**src/rtl/cpu_req_master.sv**
```systemverilog
// cpu_req_master: queues CPU read/write commands in a small FIFO and issues them to the cache one at a time, in order.
// Latency: 1 cycle to issue, then the cache wait, then 1 cycle DONE pulse; at least one idle-valid cycle between requests.
// Backpressure: cmd_ready drops when the FIFO is full. Optional macro CPU_REQ_TIMEOUT_EN aborts a request stuck in REQ.

package cpu_req_pkg;
  typedef struct packed {
    logic [19:0] addr;
    logic [15:0] data;
    logic        rw;
    logic        valid;
  } cpu_to_cache_type;

  typedef struct packed {
    logic [15:0] data;
    logic        ready;
  } cache_to_cpu_type;
endpackage

module cpu_req_master
  import cpu_req_pkg::*;
#(
  parameter int FIFO_DEPTH     = 4,
  parameter int TIMEOUT_CYCLES = 255
) (
  input  logic             clk,
  input  logic             rst,
  input  logic             cmd_valid,
  output logic             cmd_ready,
  input  logic             cmd_rw,
  input  logic [19:0]      cmd_addr,
  input  logic [15:0]      cmd_data,
  output cpu_to_cache_type cpu_to_cache,
  input  cache_to_cpu_type cache_to_cpu,
  output logic             rsp_valid,
  output logic             rsp_rw,
  output logic [19:0]      rsp_addr,
  output logic [15:0]      rsp_data,
  output logic             rsp_err,
  output logic             busy,
  output logic             timeout_err
);

  localparam int PW = (FIFO_DEPTH > 1) ? $clog2(FIFO_DEPTH) : 1;
  localparam int CW = PW + 1;
  localparam int EW = 37;  // {rw, addr[19:0], data[15:0]}

  typedef enum logic [1:0] {ST_IDLE, ST_REQ, ST_DONE} state_e;

  state_e           state_q, state_d;
  logic [EW-1:0]    mem_q [FIFO_DEPTH];
  logic [PW-1:0]    wr_ptr_q, rd_ptr_q;
  logic [CW-1:0]    count_q, count_d;
  logic             push, pop, fifo_empty;
  logic [EW-1:0]    head;
  logic             cache_ack, timeout_hit, req_end;
  cpu_to_cache_type req_q;
  logic             rsp_rw_q;
  logic [19:0]      rsp_addr_q;
  logic [15:0]      rsp_data_q;

  assign fifo_empty = (count_q == '0);
  assign cmd_ready  = (count_q != CW'(FIFO_DEPTH));
  assign push       = cmd_valid & cmd_ready;
  assign head       = mem_q[rd_ptr_q];
  // ready only counts while a request is actually outstanding
  assign cache_ack  = (state_q == ST_REQ) & cache_to_cpu.ready;
  assign req_end    = cache_ack | timeout_hit;

  // FIFO storage; not reset because occupancy is tracked by count_q alone
  always_ff @(posedge clk) begin
    if (push) mem_q[wr_ptr_q] <= {cmd_rw, cmd_addr, cmd_data};
  end

  // Occupancy next-state: simultaneous push and pop leave the count unchanged
  always_comb begin
    count_d = count_q;
    case ({push, pop})
      2'b10:   count_d = count_q + CW'(1);
      2'b01:   count_d = count_q - CW'(1);
      default: count_d = count_q;
    endcase
  end

  // FIFO pointers and count; power-of-two depth lets the pointers wrap naturally
  always_ff @(posedge clk) begin
    if (rst) begin
      wr_ptr_q <= '0;
      rd_ptr_q <= '0;
      count_q  <= '0;
    end else begin
      if (push) wr_ptr_q <= wr_ptr_q + PW'(1);
      if (pop)  rd_ptr_q <= rd_ptr_q + PW'(1);
      count_q <= count_d;
    end
  end

  // FSM state register
  always_ff @(posedge clk) begin
    if (rst) state_q <= ST_IDLE;
    else     state_q <= state_d;
  end

  // FSM next-state
  always_comb begin
    state_d = state_q;
    case (state_q)
      ST_IDLE: if (!fifo_empty) state_d = ST_REQ;
      ST_REQ:  if (req_end)     state_d = ST_DONE;
      ST_DONE:                  state_d = ST_IDLE;
      default:                  state_d = ST_IDLE;
    endcase
  end

  // FSM outputs: pop the head when idle, pulse the response in DONE
  always_comb begin
    pop       = 1'b0;
    rsp_valid = 1'b0;
    case (state_q)
      ST_IDLE: pop       = !fifo_empty;
      ST_DONE: rsp_valid = 1'b1;
      default: ;
    endcase
  end

  // Request registers: loaded on pop, held through REQ, valid dropped when the request ends
  always_ff @(posedge clk) begin
    if (rst) begin
      req_q <= '0;
    end else if (pop) begin
      req_q.rw    <= head[36];
      req_q.addr  <= head[35:16];
      req_q.data  <= head[15:0];
      req_q.valid <= 1'b1;
    end else if (req_end) begin
      req_q.valid <= 1'b0;
    end
  end

  assign cpu_to_cache = req_q;

  // Response registers: captured as the request ends, held until the next completion
  always_ff @(posedge clk) begin
    if (rst) begin
      rsp_rw_q   <= 1'b0;
      rsp_addr_q <= '0;
      rsp_data_q <= '0;
    end else if (req_end) begin
      rsp_rw_q   <= req_q.rw;
      rsp_addr_q <= req_q.addr;
      rsp_data_q <= (cache_ack && !req_q.rw) ? cache_to_cpu.data : 16'h0;
    end
  end

  assign rsp_rw   = rsp_rw_q;
  assign rsp_addr = rsp_addr_q;
  assign rsp_data = rsp_data_q;
  assign busy     = !fifo_empty || (state_q != ST_IDLE);

`ifdef CPU_REQ_TIMEOUT_EN
  localparam int TW = (TIMEOUT_CYCLES > 1) ? $clog2(TIMEOUT_CYCLES) : 1;

  logic [TW-1:0] tmo_cnt_q;
  logic          rsp_err_q, timeout_err_q;

  // Abort on the last allowed REQ cycle; a ready in that same cycle still wins
  assign timeout_hit = (state_q == ST_REQ) && !cache_to_cpu.ready &&
                       (tmo_cnt_q == TW'(TIMEOUT_CYCLES - 1));

  // Count REQ cycles; restarted whenever a new request is loaded
  always_ff @(posedge clk) begin
    if (rst)                              tmo_cnt_q <= '0;
    else if (pop)                         tmo_cnt_q <= '0;
    else if (state_q == ST_REQ && !req_end) tmo_cnt_q <= tmo_cnt_q + TW'(1);
  end

  // Per-response abort flag and sticky timeout flag
  always_ff @(posedge clk) begin
    if (rst) begin
      rsp_err_q     <= 1'b0;
      timeout_err_q <= 1'b0;
    end else begin
      if (req_end)     rsp_err_q     <= timeout_hit;
      if (timeout_hit) timeout_err_q <= 1'b1;
    end
  end

  assign rsp_err     = rsp_err_q;
  assign timeout_err = timeout_err_q;
`else
  logic unused_timeout_cfg;
  assign unused_timeout_cfg = (TIMEOUT_CYCLES == 0);
  assign timeout_hit        = 1'b0;
  assign rsp_err            = 1'b0;
  assign timeout_err        = 1'b0;
`endif

endmodule

```
**config.mk**
```make
export PLATFORM = sky130hd
export DESIGN_NAME = cpu_req_master
export DESIGN_NICKNAME = d
export VERILOG_FILES = /design/src/rtl/cpu_req_master.sv
export SDC_FILE = /design/constraint.sdc
export NUM_CORES = 1
export LEC_CHECK = 0
export BUFFER_PORTS_ARGS = -buffer_cell sky130_fd_sc_hd__buf_2
export CAP_MARGIN = 15
export CORE_MARGIN = 5
export CORE_UTILIZATION = 35
export CTS_CLUSTER_DIAMETER = 200
export DETAILED_ROUTE_END_ITERATION = 12
export PLACE_DENSITY = 0.54
export SLEW_MARGIN = 25
export SYNTH_ARGS = -nofsm -noshare
export SYNTH_HDL_FRONTEND = slang
export SYNTH_SLANG_ARGS = --single-unit
```
**constraint.sdc**
```tcl
create_clock -name clk -period 2 [get_ports clk]
set_input_delay 0.4 -clock clk [delete_from_list [all_inputs] [get_ports clk]]
set_output_delay 0.4 -clock clk [all_outputs]
set_load 0.1 [all_outputs]
```
==> flow_summary.toml <==
[timing]
rsz0062_at_grt = "yes"
fmax_mhz = 499.4
min_period_ps = 2003
hold_ws_ps = 107.5
slew_violations = 0
clock_skew_ps = 9.770
fin_ws_ps = -2.526
finalHoldViolations = 0
tns_ps = -2.526
finalCritPeriodShare = 1.001
setup_viol = 1

[final_layout]
fin_util = 0.4423
layout-drive-gt1-share = 0.3821
fill_cells = 2114
fin_nets = 727
fin_area_mm2 = 0.01041
syn_to_final_growth_pct = 24.25
stdcell_count = 1002
antenna_cells = 0

[critical_path]
cp.arrival_ps = 2430
worstSetupPathType = "flip-flop to flip-flop"
crit_path_start_kind = "flip-flop"
path_max_fanout = 5
cp-end-kind = "flip-flop"
critical_path_required_ps = 2430

[global_routing]
grt-ovfl-total = 0
grt_pass1_vias = 5000
grt.total_usage = 0.1326
grt_pass1_wl_um = 28070
grt_max_degree = 38
antenna_found_initial = 5

[placement]
placed_area_mm2 = 0.009569
numPortBuffers = 134
dp_cells = 954
hpwl_um = 11830
gp_congestion = 0.7027
place_ws_ps = -0.06306

[flow_run]
cap_violations = 0

[clock_network]
cts_buffers = 25
cts_tree = "done"
clockBufferDepth = 3
cts.root.buffer_cell = "clkbuf_16"
insertion_delay_ps = 510
cts.clk_slew.worst_paths_ps = 60
hold_buffers = 0
cts_sinks = 232
htreeDepth = 1

[logic_synthesis]
yosys.area.top_type_share = 0.5303
synth_edf_count = 148
async_flop_share = 0
synth_area_mm2 = 0.008381
syn_avg_cell_area_um2 = 16.56
ys_seq_area_frac = 0.7310
synth-warning-count = 0
synth_ff_type = "edfxtp_1"
synth_most_common_cell = "edfxtp_1"
synth_seq_cells = 232
yosys-top-cells-count = "edfxtp_1 (148), dfxtp_1 (84), nand2_1 (62), a21oi_1 (44)"
yosys.area.top_type = "edfxtp_1"
synthTopCellsByArea = "edfxtp_1 (53%), dfxtp_1 (20%), mux4_2 (9.9%)"
netlist_instances = 506
ys_types = 34

[drt]
post_drt_wl_per_cell_um = 18.00
ant_nets = 0
drcViolationCount = 0
wl_um = 18030
drt_pre_antenna_iters = 5
drt_iter0_drc = 330
num_vias = 4865
avgViaCountPerCell = 4.855

[status]
outcome = "complete, but fails checks"
violations = "negative setup slack"

[floorplanning]
die_h_um = 164.7
core_area_mm2 = 0.02354
io_pins = 137
die_area_mm2 = 0.02714
start_util = 0.3560
std_cell_rows = 56
die_x_um = 164.7

[min_path]
hp-class = "primary input to flip-flop"

[pwr]
p_total_mw = 16.63
peakVddDrop_mv = 0.7481
p_leak_nw = 3.836
power.density_mw_per_mm2 = 1597
==> per-layer routing <==
metal | global-route usage | vias up | share of wire
li1 | - | 2251 | -
met1 | 0.1778 | 2406 | 0.43
met2 | 0.2177 | 156 | 0.48
met3 | 0.03444 | 42 | 0.066
met4 | 0.03100 | 10 | 0.024
met5 | 0 | - | 0.0037
==> report_power, final <==
part / internal [mW] / switching, mW / total [mW]
logic: 1.61 / 4.50 / 6.11
registers: 5.81 / 0.372 / 6.18
clock network: 2.57 / 1.77 / 4.34
==> sequential cells by signal, indices dropped and copies added, names as in the netlist <==
signal        flops
count_q           3
cpu_to_cache     38
mem_q           148
rd_ptr_q          2
rsp_addr         20
rsp_data         16
rsp_rw            1
state_q           2
wr_ptr_q          2
==> critical path, stage by stage, from the launching register on <==
cell	delay (ps)
dfxtp_4	360
or3b_4	410
nand2_4	80
ha_4	130
inv_2	30
fa_2	320
xor2_1	150
or3_1	310
a21oi_1	120
==> area by class of cell <==
cell class	instances	area, um^2	share of cell area
clock buffers	31	688.2	0.06609
inverters	7	26.28	0.002523
repair buffers	163	965.9	0.09277
flip-flops and latches	232	6137	0.5894
clock inverters	15	110.1	0.01057
multi-input cells	235	2086	0.2003
well taps	319	399.1	0.03833
==> final timing paths <==
check,slack (ps),depth (start not counted),startpoint,end
max,-3,8,count_q[2],count_q[2]
min reg2reg,450,2,rsp_data[2],rsp_data[2]
max reg2reg,-3,8,count_q[2],count_q[2]
min,110,1,cmd_data[5],mem_q[1][5]
==> repair_timing <==
action / in CTS / in global routing
setup buffers: 2 / 0
gates resized for setup: 8 / 2
endpoints found under the setup margin: 3 / 4
endpoints found under the hold margin: 0 / 0
==> cell usage in the layout, fill, tap and decap left out, types with 2 or more instances in the layout <==
cell type     n
clkbuf_8      4
a21oi_1      44
clkinv_2      5
a22o_1       37
clkinvlp_4    3
clkbuf_16    25
and3_2        4
inv_1         6
dfxtp_2       3
clkinv_1      4
dfxtp_4       2
buf_12        5
dfxtp_1      79
nor2_1        6
mux4_2       37
a21o_1        2
buf_2       131
clkbuf_1      2
ha_1          4
edfxtp_1    148
nand3b_1     18
xor2_1        2
buf_4        25
nand2_1      61
conb_1        2
nand3_1       2
==> kinds of logic after synthesis <==
kind of cell	Yosys count	synth area share
AO/OA/AOI/OAI	88	0.07226
XOR/XNOR	2	0.002091
adder cells (fa/ha/maj)	6	0.009854
buffers and inverters	40	0.02449
flip-flops	232	0.7310
multiplexers	37	0.09943
other	1	0.0004475
AND/OR/NAND/NOR	100	0.06047
Power figures use the tool's default switching activity.
